==> config.mk <==
export PLATFORM = sky130hd
export DESIGN_NAME = nnacc_mem_seq
export DESIGN_NICKNAME = d
export VERILOG_FILES = /design/src/rtl/nnacc_pkg.sv /design/src/rtl/nnacc_word_buf.sv /design/src/rtl/nnacc_mem_seq.sv
export SDC_FILE = /design/constraint.sdc
export NUM_CORES = 1
export LEC_CHECK = 0
export CAP_MARGIN = 20
export CORE_MARGIN = 3
export CORE_UTILIZATION = 25
export DETAILED_ROUTE_END_ITERATION = 6
export DONT_BUFFER_PORTS = 1
export PLACE_DENSITY = 0.39
export SKIP_LAST_GASP = 1
export SLEW_MARGIN = 20
export SYNTH_ARGS = -nofsm -noshare
export SYNTH_HDL_FRONTEND = slang
export SYNTH_SLANG_ARGS = --single-unit
==> constraint.sdc <==
create_clock -name nice_clk -period 8.7 [get_ports nice_clk]
set_input_delay 0.87 -clock nice_clk [delete_from_list [all_inputs] [get_ports nice_clk]]
set_output_delay 0.87 -clock nice_clk [all_outputs]
set_load 0.01 [all_outputs]
==> src/rtl/nnacc_pkg.sv <==
// Shared phase codes, FSM state encoding and size defaults for the NICE
// NN-accelerator memory sequencer.
package nnacc_pkg;

  localparam int DEPTH_DEF = 16;
  localparam int LEN_W_DEF = 5;

  localparam logic [1:0] PH_IDLE = 2'b00;
  localparam logic [1:0] PH_LHS  = 2'b01;
  localparam logic [1:0] PH_RHS  = 2'b10;
  localparam logic [1:0] PH_DST  = 2'b11;

  typedef enum logic [3:0] {
    S_IDLE,
    S_LREQ,
    S_LRSP,
    S_RREQ,
    S_RRSP,
    S_COMP,
    S_WREQ,
    S_WRSP,
    S_DONE
  } seq_state_t;

  // Phase code seen by the memory interface; COMP and DONE look idle to it.
  function automatic logic [1:0] phase_of(input seq_state_t s);
    case (s)
      S_LREQ, S_LRSP: phase_of = PH_LHS;
      S_RREQ, S_RRSP: phase_of = PH_RHS;
      S_WREQ, S_WRSP: phase_of = PH_DST;
      default:        phase_of = PH_IDLE;
    endcase
  endfunction

endpackage

==> src/rtl/nnacc_word_buf.sv <==
// DEPTH x 32 operand buffer: one synchronous write port, one asynchronous
// read port (a same-cycle read of the written address returns the old word).
module nnacc_word_buf #(
  parameter int DEPTH = 16,
  localparam int AW = $clog2(DEPTH)
) (
  input  logic          clk,
  input  logic          we,
  input  logic [AW-1:0] waddr,
  input  logic [31:0]   wdata,
  input  logic [AW-1:0] raddr,
  output logic [31:0]   rdata
);

  logic [31:0] mem [DEPTH];

  always_ff @(posedge clk) begin
    if (we) mem[waddr] <= wdata;
  end

  assign rdata = mem[raddr];

endmodule

==> src/rtl/nnacc_mem_seq.sv <==
// Word-transfer sequencer: loads LHS/RHS operand words, kicks the compute
// engine, then stores the result words. Optional NNACC_SEQ_TIMEOUT_EN adds a
// response watchdog that raises err and aborts to DONE.
module nnacc_mem_seq
  import nnacc_pkg::*;
#(
  parameter int DEPTH = DEPTH_DEF,
  parameter int LEN_W = LEN_W_DEF,
  parameter int TIMEOUT = 255,
  localparam int IDX_W = $clog2(DEPTH)
) (
  input  logic             nice_clk,
  input  logic             nice_rst_n,
  input  logic             start,
  input  logic [LEN_W-1:0] len,
  output logic             busy,
  output logic             done,
  output logic             err,
  output logic [1:0]       state,
  output logic [31:0]      bias_addr,
  output logic             data_in_acq,
  input  logic             data_in_rdy,
  output logic             data_out_rdy,
  input  logic             data_out_acq,
  input  logic             mem_cmd_ready,
  input  logic [31:0]      mem_rdata,
  output logic [31:0]      mem_wdata,
  input  logic [IDX_W-1:0] lhs_rd_addr,
  input  logic [IDX_W-1:0] rhs_rd_addr,
  output logic [31:0]      lhs_rd_data,
  output logic [31:0]      rhs_rd_data,
  output logic             comp_start,
  input  logic             comp_done,
  output logic [IDX_W-1:0] res_rd_addr,
  input  logic [31:0]      res_rd_data
);

  seq_state_t       fsm, fsm_base, fsm_nx;
  logic [IDX_W-1:0] idx;
  logic [LEN_W-1:0] len_q, len_clamp;
  logic             busy_q, comp_first, last, accept, lhs_we, rhs_we;

  assign accept    = (fsm == S_IDLE) && start;
  assign len_clamp = (len > LEN_W'(DEPTH)) ? LEN_W'(DEPTH) : len;
  assign last      = (LEN_W'(idx) == len_q - LEN_W'(1));

  always_comb begin
    fsm_base = fsm;
    case (fsm)
      S_IDLE: if (start) fsm_base = (len_clamp == '0) ? S_DONE : S_LREQ;
      S_LREQ: if (mem_cmd_ready) fsm_base = S_LRSP;
      S_LRSP: if (data_in_rdy) fsm_base = last ? S_RREQ : S_LREQ;
      S_RREQ: if (mem_cmd_ready) fsm_base = S_RRSP;
      S_RRSP: if (data_in_rdy) fsm_base = last ? S_COMP : S_RREQ;
      S_COMP: if (comp_done) fsm_base = S_WREQ;
      S_WREQ: if (mem_cmd_ready) fsm_base = S_WRSP;
      S_WRSP: if (data_out_acq) fsm_base = last ? S_DONE : S_WREQ;
      S_DONE: fsm_base = S_IDLE;
      default: fsm_base = S_IDLE;
    endcase
  end

`ifdef NNACC_SEQ_TIMEOUT_EN
  localparam int TCNT_W = $clog2(TIMEOUT + 1);

  logic [TCNT_W-1:0] tcnt;
  logic              in_wait, tmo, err_q;

  // Counter restarts whenever a wait state is (re)entered, including RRSP->COMP.
  assign in_wait = (fsm == S_LRSP) || (fsm == S_RRSP) || (fsm == S_COMP) || (fsm == S_WRSP);
  assign tmo     = in_wait && (fsm_base == fsm) && (tcnt == TCNT_W'(TIMEOUT - 1));
  assign fsm_nx  = tmo ? S_DONE : fsm_base;

  always_ff @(posedge nice_clk or negedge nice_rst_n) begin
    if (!nice_rst_n) begin
      tcnt  <= '0;
      err_q <= 1'b0;
    end else begin
      tcnt <= (in_wait && fsm_nx == fsm) ? tcnt + 1'b1 : '0;
      if (accept)   err_q <= 1'b0;
      else if (tmo) err_q <= 1'b1;
    end
  end

  assign err = err_q;
`else
  assign fsm_nx = fsm_base;
  assign err    = 1'b0;
`endif

  always_ff @(posedge nice_clk or negedge nice_rst_n) begin
    if (!nice_rst_n) begin
      fsm        <= S_IDLE;
      idx        <= '0;
      len_q      <= '0;
      busy_q     <= 1'b0;
      comp_first <= 1'b0;
    end else begin
      fsm        <= fsm_nx;
      comp_first <= (fsm_nx == S_COMP) && (fsm != S_COMP);
      if (accept) begin
        len_q  <= len_clamp;
        busy_q <= 1'b1;
      end else if (fsm == S_DONE) begin
        busy_q <= 1'b0;
      end
      case (fsm)
        S_IDLE:         idx <= '0;
        S_LRSP, S_RRSP: if (data_in_rdy) idx <= last ? '0 : idx + 1'b1;
        S_WRSP:         if (data_out_acq) idx <= last ? '0 : idx + 1'b1;
        S_COMP:         if (comp_done) idx <= '0;
        default: ;
      endcase
    end
  end

  assign busy         = busy_q;
  assign done         = (fsm == S_DONE);
  assign state        = phase_of(fsm);
  assign data_in_acq  = (fsm == S_LREQ) || (fsm == S_RREQ);
  assign data_out_rdy = (fsm == S_WREQ);
  assign comp_start   = (fsm == S_COMP) && comp_first;
  assign bias_addr    = (phase_of(fsm) != PH_IDLE) ? 32'({idx, 2'b00}) : 32'd0;
  assign mem_wdata    = (fsm == S_WREQ) ? res_rd_data : 32'd0;
  assign res_rd_addr  = idx;
  assign lhs_we       = (fsm == S_LRSP) && data_in_rdy;
  assign rhs_we       = (fsm == S_RRSP) && data_in_rdy;

  nnacc_word_buf #(.DEPTH(DEPTH)) u_lhs_buf (
    .clk   (nice_clk),
    .we    (lhs_we),
    .waddr (idx),
    .wdata (mem_rdata),
    .raddr (lhs_rd_addr),
    .rdata (lhs_rd_data)
  );

  nnacc_word_buf #(.DEPTH(DEPTH)) u_rhs_buf (
    .clk   (nice_clk),
    .we    (rhs_we),
    .waddr (idx),
    .wdata (mem_rdata),
    .raddr (rhs_rd_addr),
    .rdata (rhs_rd_data)
  );

endmodule

==> results.tsv, run 1 <==
metric	value	unit
cts.sinks	1039	
via_count	17500	
tightest_slew	0.904	ns
hold_path_depth	0	
dieWidth	406	um
reg2reg_from	fsm[0]$_DFF_PN0_	
grt_usage	12.3	%
h-tree-depth	3	
dp.cells	3688	
slew-limit-headroom	39.3	%
fin_area	0.0465	sq mm
crit_type	reg2out	
cts_setup_buffers	0	
synth_ff_type	edfxtp_1	
skew	0.0151	ns
max_freq	0.288	GHz
ir_drop	0.145	mV
slew_viol_final	0	
p_leak	13.9	nW
synth_cells	1663	
rsz0062_at_grt	false	
max-cap-violations	0	
final_common_cell	edfxtp_1	
worstSetupEndpointType	output port	
finalSetupTns	0	ns
ys_ff_latch	1039	
synth-seq-area-share	77.7	%
ys_warn_count	0	
reg2reg_depth	5	
cp-start-kind	flip-flop	
synth-simple-area-share	1.86	%
clock_latency	0.69	ns
grt_max_degree	129	
grt_pass1_vias	18500	
power	10.9	mW
finalHoldViolations	0	
syn_area	0.0400	sq mm
first_pass_iters	5	
synth_compound_area_share	0.456	%
syn2layout_area_growth	16.1	%
cp_slowest_cell	dfrtp_1	
gp_congestion	0.737	
dieArea	0.165	sq mm
grt_antenna_before_repair	8	
cp_slowest_stage_delay	0.63	ns
initial_core_util	25.2	%
ant_nets	0	
synth-edff-count	1024	
synthArstFlopShare	1.44	%
clk_path_buf_depth	3	
fin_crit	3.48	ns
crit_start	fsm[2]$_DFF_PN0_	
synth_cell_types	51	
crit_buf_inv	1	
fin_nets	1819	
yosys.area.top_type	edfxtp_1	
worstHoldStart	mem_rdata[4]	
drtIter0Drc	1399	
crit_fanout	33	
ctsRootBufferMaster	clkbuf_16	
routed_wl	101000	um
overflow	0	
stdcell_count	3904	
wire_per_inst	26.0	um
synthMuxAreaShare	18.1	%
clk_pin_slew	0.06	ns
cp_cell_sequence	nor2b_1 > nor3b_2 > buf_4 > and2_1	
status	finished, final reports clean	
crit_family	simple AND/OR/NAND/NOR gates	
power.density	234	mW/mm^2
pin_count	224	
cts_hold_buf	1	
avgViaCountPerCell	4.49	
dp_hpwl	58400	um
die_y	406	um
layout-drive-gt1-share	30.2	%
final_cell_mix	edfxtp_1, mux4_2, clkbuf_16, and2_1, nor2_4	
holdCritPathClass	in2reg	
synth_top_family_by_area	multiplexers	
worstSetupPathDepth	4	
drc	0	
cts_resized	0	
synthTopCellsByArea	edfxtp_1, mux4_2, dfrtp_1	
fin_crit_sh	40.0	%
numCtsBuffers	111	
cp.required	7.83	ns
io_buffer_count	0	
synth_top_area_share	76.8	%
arrival	2.61	ns
synthXorXnorAreaFrac	0.191	%
yosys.area_share.adder	0.156	%
post_dp_cell_area	0.0429	sq mm
syn_avg_cell_area	24.1	sq um
core_area	0.159	sq mm
grt_pass1_wl	143000	um
hold_ws	0.268	ns
cts_tree	built	
core.rowCount	146	
setup_violations	0	
-- power by group --
part           total, mW  leakage, nW  internal [mW]  switching, mW
sequential          5.67         9.40           5.60         0.0701
clock               4.58         1.72           2.65           1.92
combinational      0.654         2.81          0.297          0.357
total               10.9         13.9           8.55           2.35
-- cells by family after synthesis --
family,after synthesis
mux,323
simple gates,137
flops,1039
xor+xnor,7
buf+inv,123
other cells,1
fa+ha+maj,5
compound gates,28
-- path summary, 6_finish.rpt --
path,to,slack [ns]
worst max-delay path,mem_wdata[9],5.22
worst min-delay path,u_rhs_buf.mem[11][4]$_DFFE_PP_,0.27
worst max register to register,u_lhs_buf.mem[7][14]$_DFFE_PP_,5.49
worst min register to register,len_q[1]$_DFFE_PN0P_,0.53
max in group asynchronous,comp_first$_DFF_PN0_,7.57
min in group asynchronous,busy$_DFFE_PN0P_,0.67
-- cells in the mapped netlist, drive strengths merged (3+ instances only) --
cell / count
inv: 12
a21oi: 5
and2: 38
xor2: 3
nor2b: 4
clkbuf: 50
buf: 61
nor3b: 4
edfxtp: 1024
nor2: 37
xnor2: 3
mux4: 320
nand2: 19
dfrtp: 15
nor3: 6
nand3: 6
o21ai: 11
ha: 5
nand2b: 6
-- through the flow --
stage / worst slack (ns) / util, %
2_1_floorplan: 5.35 / -
3_3_place_gp: 5.23 / 26.8
3_5_place_dp: 5.52 / 27.0
4_1_cts: 5.11 / 29.3
5_1_grt: 4.95 / 29.3
6_report: 5.22 / 29.3
-- worst reg2reg max path: cells and delay by family, from the launching register on --
family,cells,cell delay [ns]
flops,1,0.58
buf+inv,1,0.58
simple gates,4,1.62
-- registers in the layout (all words and copies together), names as in the netlist --
register / flops
busy: 1
comp_first: 1
fsm: 4
len_q: 5
res_rd_addr: 4
u_lhs_buf.mem: 512
u_rhs_buf.mem: 512
-- per-layer routing --
layer / GRT usage [%] / vias to the layer above / share of wire [%]
met3: 3.52 / 133 / 6.5
met4: 2.59 / 0 / 1.7
li1: - / 7232 / -
met5: 0 / - / 0
met1: 17.3 / 9700 / 46
met2: 18.9 / 481 / 46
-- area by class of cell --
type	count	area [sq um]
Fill cell	15300	112000
Sequential cell	1039	31100
Multi-Input combinational cell	529	8660
Clock buffer	138	2940
Tap cell	2072	2590
Clock inverter	69	576
Timing Repair Buffer	37	513
Inverter	12	45.0
Antenna cell	8	20.0
No activity file was read; power rests on OpenSTA's default activity.
==> run 2: changes to the inputs <==
==> constraint.sdc (replaced) <==
create_clock -name nice_clk -period 3.3 [get_ports nice_clk]
set_input_delay 0.33 -clock nice_clk [delete_from_list [all_inputs] [get_ports nice_clk]]
set_output_delay 0.33 -clock nice_clk [all_outputs]
set_load 0.01 [all_outputs]
==> run 2 against run 1 <==
  * First-iteration DRC count down 13%
  * Critical path type is now reg2reg
  * Wire length up 1.7%
  * Highest routed layer unchanged
  * Via count up 1.1%
  * Sequential share of layout area down 1.8 points
  * Sequential power rose to 2.6 times the previous value
  * Design area up 2.8%
  * Register-to-register slack worse by 5.0 ns
  * Count of clock-buffer cells in the layout down 2
==> results.tsv, run 2 (same netlist as run 1, synthesis figures left out) <==
metric	value	unit
final_cell_mix	edfxtp_1, mux4_2, clkbuf_16, buf_12, dlygate4sd3_1	
ctsRootBufferMaster	clkbuf_16	
grt_max_degree	129	
drc	0	
dieArea	0.165	sq mm
crit_type	reg2reg	
power.density	611	mW/mm^2
setup_violations	0	
skew	0.0394	ns
numCtsBuffers	111	
ant_nets	0	
slew-limit-headroom	40.4	%
rsz0062_at_grt	false	
cp.required	3.70	ns
final_core_util	30.1	%
grt_usage	12.5	%
grt_pass1_vias	18700	
cts_hold_buf	81	
nFillCells	15200	
grt_pass1_wl	146000	um
finalHoldViolations	0	
crit_fanout	20	
fin_nets	1910	
cts.sinks	1039	
first_pass_iters	5	
gp_congestion	0.698	
h-tree-depth	3	
arrival	3.25	ns
initial_core_util	25.2	%
die_y	406	um
finalSetupTns	0	ns
clock_latency	0.73	ns
dp_hpwl	61000	um
worstSetupEndpointType	flip-flop	
cts_setup_buffers	0	
holdCritPathClass	in2reg	
layout-drive-gt1-share	31.0	%
clk_path_buf_depth	3	
cts_resized	0	
ir_drop	0.430	mV
grt_antenna_before_repair	15	
p_leak	14.5	nW
max-cap-violations	0	
routed_wl	103000	um
dieWidth	406	um
avgViaCountPerCell	4.44	
pin_count	224	
clk_pin_slew	0.06	ns
slew_viol_final	0	
drtIter0Drc	1215	
tightest_slew	0.894	ns
via_count	17700	
syn2layout_area_growth	19.3	%
reg_top3	u_lhs_buf.mem (512), u_rhs_buf.mem (512), len_q (5)	
overflow	0	
cts_tree	built	
fin_crit	2.85	ns
core.rowCount	146	
io_buffer_count	0	
wire_per_inst	25.8	um
final_common_cell	edfxtp_1	
status	finished, final reports clean	
max_freq	0.351	GHz
fin_crit_sh	86.5	%
cp-start-kind	flip-flop	
core_area	0.159	sq mm
run 2: changes by cell type in the layout (fill, tap and decap cells not counted), sizes merged, moves of 2 or more:
cell and delta:
clkinv +3, buf +43, dlygate4sd3 +48, clkbuf -2
run 2: final cells by class:
type,instances,area (sq um),area share [%]
multi-input combinational,529,8660,18.1
timing repair buffer,128,1800,3.76
tap,2072,2590,5.43
antenna,9,22.5,0.0471
inverter,12,45.0,0.0943
clock buffer,136,2890,6.06
sequential,1039,31100,65.1
clock inverter,71,639,1.34
run 2: power by group:
group          leakage (nW)  switching (mW)  total (mW)  internal (mW)
Combinational          3.38            1.27        2.24          0.968
Sequential             9.40           0.153        14.9           14.7
Clock                  1.72            5.19        12.1           6.87
Total                  14.5            6.61        29.2           22.6
run 2: metal layers:
metal | vias up | share of wire (%) | track usage, %
met5 | - | 0 | 0
met4 | 0 | 1.8 | 2.57
met3 | 125 | 6.3 | 3.21
met2 | 476 | 46 | 19.3
met1 | 9743 | 46 | 17.8
li1 | 7397 | - | -
run 2: worst max-delay path: stages (launching register included):
cell     delay, ns
dfrtp_1       0.64
nor4b_1       0.50
and2_1        0.42
nand2_1       0.36
nor2_4        0.36
buf_12        0.21
run 2: path summary, 6_finish.rpt:
check	from	to	slack [ns]	cells after the start
setup / recovery	fsm[1]$_DFF_PN0_	u_lhs_buf.mem[10][29]$_DFFE_PP_	0.45	5
max in group asynchronous	nice_rst_n	len_q[1]$_DFFE_PN0P_	2.71	1
min in group asynchronous	nice_rst_n	busy$_DFFE_PN0P_	0.11	1
setup reg to reg	fsm[1]$_DFF_PN0_	u_lhs_buf.mem[10][29]$_DFFE_PP_	0.45	5
hold reg to reg	len_q[4]$_DFFE_PN0P_	len_q[4]$_DFFE_PN0P_	0.54	1
hold / removal	start	comp_first$_DFF_PN0_	0.10	4
run 2: metrics by stage:
stage	cells	setup slack, ns	hold WS [ns]	area (sq um)	total power, mW
CTS	3987	0.365	0.0131	47800	29.7
global placement	3699	0.576	0.0352	43100	17.0
finish	3996	0.447	0.101	47800	29.2
floorplan	1691	0.229	0.0344	40100	16.6
detailed placement	3699	0.461	0.0352	43100	17.1
global route	3988	0.240	0.0476	47800	30.4
==> run 3: changes to the inputs <==
--- a/config.mk
+++ b/config.mk
@@ -6,7 +6,8 @@
 export NUM_CORES = 1
 export LEC_CHECK = 0
 export CAP_MARGIN = 20
-export CORE_MARGIN = 3
+export CORE_ASPECT_RATIO = 0.5
+export CORE_MARGIN = 2
 export CORE_UTILIZATION = 25
 export DETAILED_ROUTE_END_ITERATION = 6
 export DONT_BUFFER_PORTS = 1
==> run 3 against run 2 <==
  * Register-to-register slack worse by 0.10 ns
  * Sequential power hardly changed
  * Clock skew is 0.020 ns lower
  * Global-route usage is 0.55 points higher
  * Sequential share of layout area is 0.28 points higher
  * Critical path type unchanged
==> results.tsv, run 3 (same netlist as run 1, synthesis figures left out) <==
metric	value	unit
final_cell_mix	edfxtp_1, mux4_2, clkbuf_16, buf_12, dlygate4sd3_1	
cts_resized	0	
reg_top3	u_lhs_buf.mem (512), u_rhs_buf.mem (512), len_q (5)	
dp_hpwl	62100	um
routed_wl	107000	um
hold_path_depth	3	
drtIter0Drc	1399	
drc	0	
nFillCells	15200	
h-tree-depth	3	
worstSetupEndpointType	flip-flop	
reg2reg_from	len_q[0]$_DFFE_PN0P_	
cp_slowest_cell	nor3_1	
crit_buf_inv	2	
arrival	3.56	ns
fin_nets	1900	
holdCritPathClass	in2reg	
cp-start-kind	flip-flop	
rsz0062_at_grt	false	
dieWidth	570	um
ir_drop	0.397	mV
grt_pass1_wl	151000	um
core.rowCount	103	
cts_setup_buffers	0	
numCtsBuffers	106	
crit_type	reg2reg	
max_freq	0.339	GHz
clock_latency	0.69	ns
clk_path_buf_depth	3	
finalSetupTns	0	ns
rrSetupSlack	0.35	ns
avgViaCountPerCell	4.44	
gp_congestion	0.734	
final_common_cell	edfxtp_1	
worstHoldStart	mem_cmd_ready	
finalHoldViolations	0	
grt_max_degree	129	
crit_family	simple AND/OR/NAND/NOR gates	
wire_per_inst	26.7	um
cts.sinks	1039	
skew	0.0197	ns
power.density	610	mW/mm^2
initial_core_util	25.3	%
dieArea	0.164	sq mm
syn2layout_area_growth	18.8	%
core_area	0.158	sq mm
via_count	17700	
crit_fanout	8	
fin_crit	2.95	ns
grt_usage	13.0	%
grt_antenna_before_repair	14	
cts_tree	built	
cp_cell_sequence	inv_1 > ha_1 > xor3_1 > o32a_1 > nor3_1 > nand4_1 > a21oi_1 > dlygate4sd3_1	
p_leak	14.4	nW
slew_viol_final	0	
hold_end	fsm[2]$_DFF_PN0_	
final_core_util	30.0	%
pin_count	224	
status	finished, final reports clean	
ctsRootBufferMaster	clkbuf_16	
reg2reg_depth	8	
fin_crit_sh	89.5	%
slew-limit-headroom	31.5	%
die_y	287	um
tightest_slew	1.03	ns
multi_input_area	0.00866	sq mm
setup_violations	0	
cp.required	3.91	ns
seq_area	0.0311	sq mm
layout-drive-gt1-share	31.0	%
first_pass_iters	5	
overflow	0	
ant_nets	0	
cp_slowest_stage_delay	0.71	ns
grt_pass1_vias	18600	
clk_pin_slew	0.06	ns
max-cap-violations	0	
r2r_end	fsm[3]$_DFF_PN0_	
io_buffer_count	0	
-- run 3: cell types whose count changed in the layout (fill, tap and decap cells not counted), moves of 2 or more --
| cell | change |
|---|---|
| buf_12 | -3 |
| buf_4 | +4 |
| bufinv_16 | +4 |
| clkbuf_1 | -6 |
| clkbuf_16 | -4 |
| clkinv_1 | -2 |
| clkinv_16 | -2 |
| clkinv_2 | -3 |
| diode_2 | -6 |
| dlygate4sd3_1 | -6 |
| inv_16 | -2 |
-- run 3: final cells by class --
class	count	area share, %
Tap cell	2100	5.52
Sequential cell	1039	65.4
Clock buffer	126	5.82
Multi-Input combinational cell	529	18.2
Clock inverter	66	1.32
Antenna cell	3	0.0158
Timing Repair Buffer	123	3.59
Inverter	12	0.0947
-- run 3: worst max path at each step --
stage	from	to	slack, ns	depth (start not counted)
finish	len_q[0]$_DFFE_PN0P_	fsm[3]$_DFF_PN0_	0.35	8
CTS	len_q[0]$_DFFE_PN0P_	fsm[3]$_DFF_PN0_	0.33	8
global placement	fsm[1]$_DFF_PN0_	u_lhs_buf.mem[2][14]$_DFFE_PP_	0.51	5
detailed placement	fsm[1]$_DFF_PN0_	u_lhs_buf.mem[2][14]$_DFFE_PP_	0.48	5
floorplan	fsm[0]$_DFF_PN0_	u_lhs_buf.mem[11][0]$_DFFE_PP_	0.23	5
global route	len_q[0]$_DFFE_PN0P_	fsm[3]$_DFF_PN0_	0.20	8
-- run 3: through the flow --
| step | std cells | instance area (sq um) | total power [mW] | hold slack, ns | setup WS (ns) |
|---|---|---|---|---|---|
| floorplan | 1691 | 40100 | 16.6 | 0.0344 | 0.229 |
| global placement | 3728 | 43100 | 17.0 | 0.0349 | 0.515 |
| detailed placement | 3728 | 43100 | 17.0 | 0.0349 | 0.484 |
| CTS | 3995 | 47600 | 29.5 | 0.0129 | 0.330 |
| global route | 3996 | 47600 | 30.1 | 0.0796 | 0.203 |
| finish | 3998 | 47600 | 29.0 | 0.0947 | 0.347 |
-- run 3: worst register-to-register path, delay by kind of cell (launching register included) --
| kind | cells | cell delay, ns |
|---|---|---|
| adders and majority gates | 1 | 0.19 |
| xor gates and xnor gates | 1 | 0.42 |
| buffers and inverters | 2 | 0.62 |
| DFF | 1 | 0.41 |
| AOI/OAI and AO/OA | 2 | 0.38 |
| and+or+nand+nor | 2 | 0.88 |
-- run 3: per-layer routing --
layer | global-route usage, % | vias up | part of all wire [%]
met5 | 0 | - | 0
met4 | 2.88 | 0 | 1.8
met3 | 2.39 | 125 | 4.5
met2 | 20.9 | 370 | 48
met1 | 18.4 | 9851 | 46
li1 | - | 7386 | -
-- run 3: where the power goes --
group / internal (mW) / total (mW) / leakage (nW) / switching (mW)
combinational: 0.934 / 2.20 / 3.35 / 1.26
clock: 6.89 / 11.9 / 1.65 / 5.03
sequential: 14.7 / 14.9 / 9.40 / 0.164
-- run 3: repair_timing --
action / in CTS / in global routing
endpoints found under the setup margin: 0 / 0
hold buffers: 75 / 0
endpoints found under the hold margin: 1049 / 0
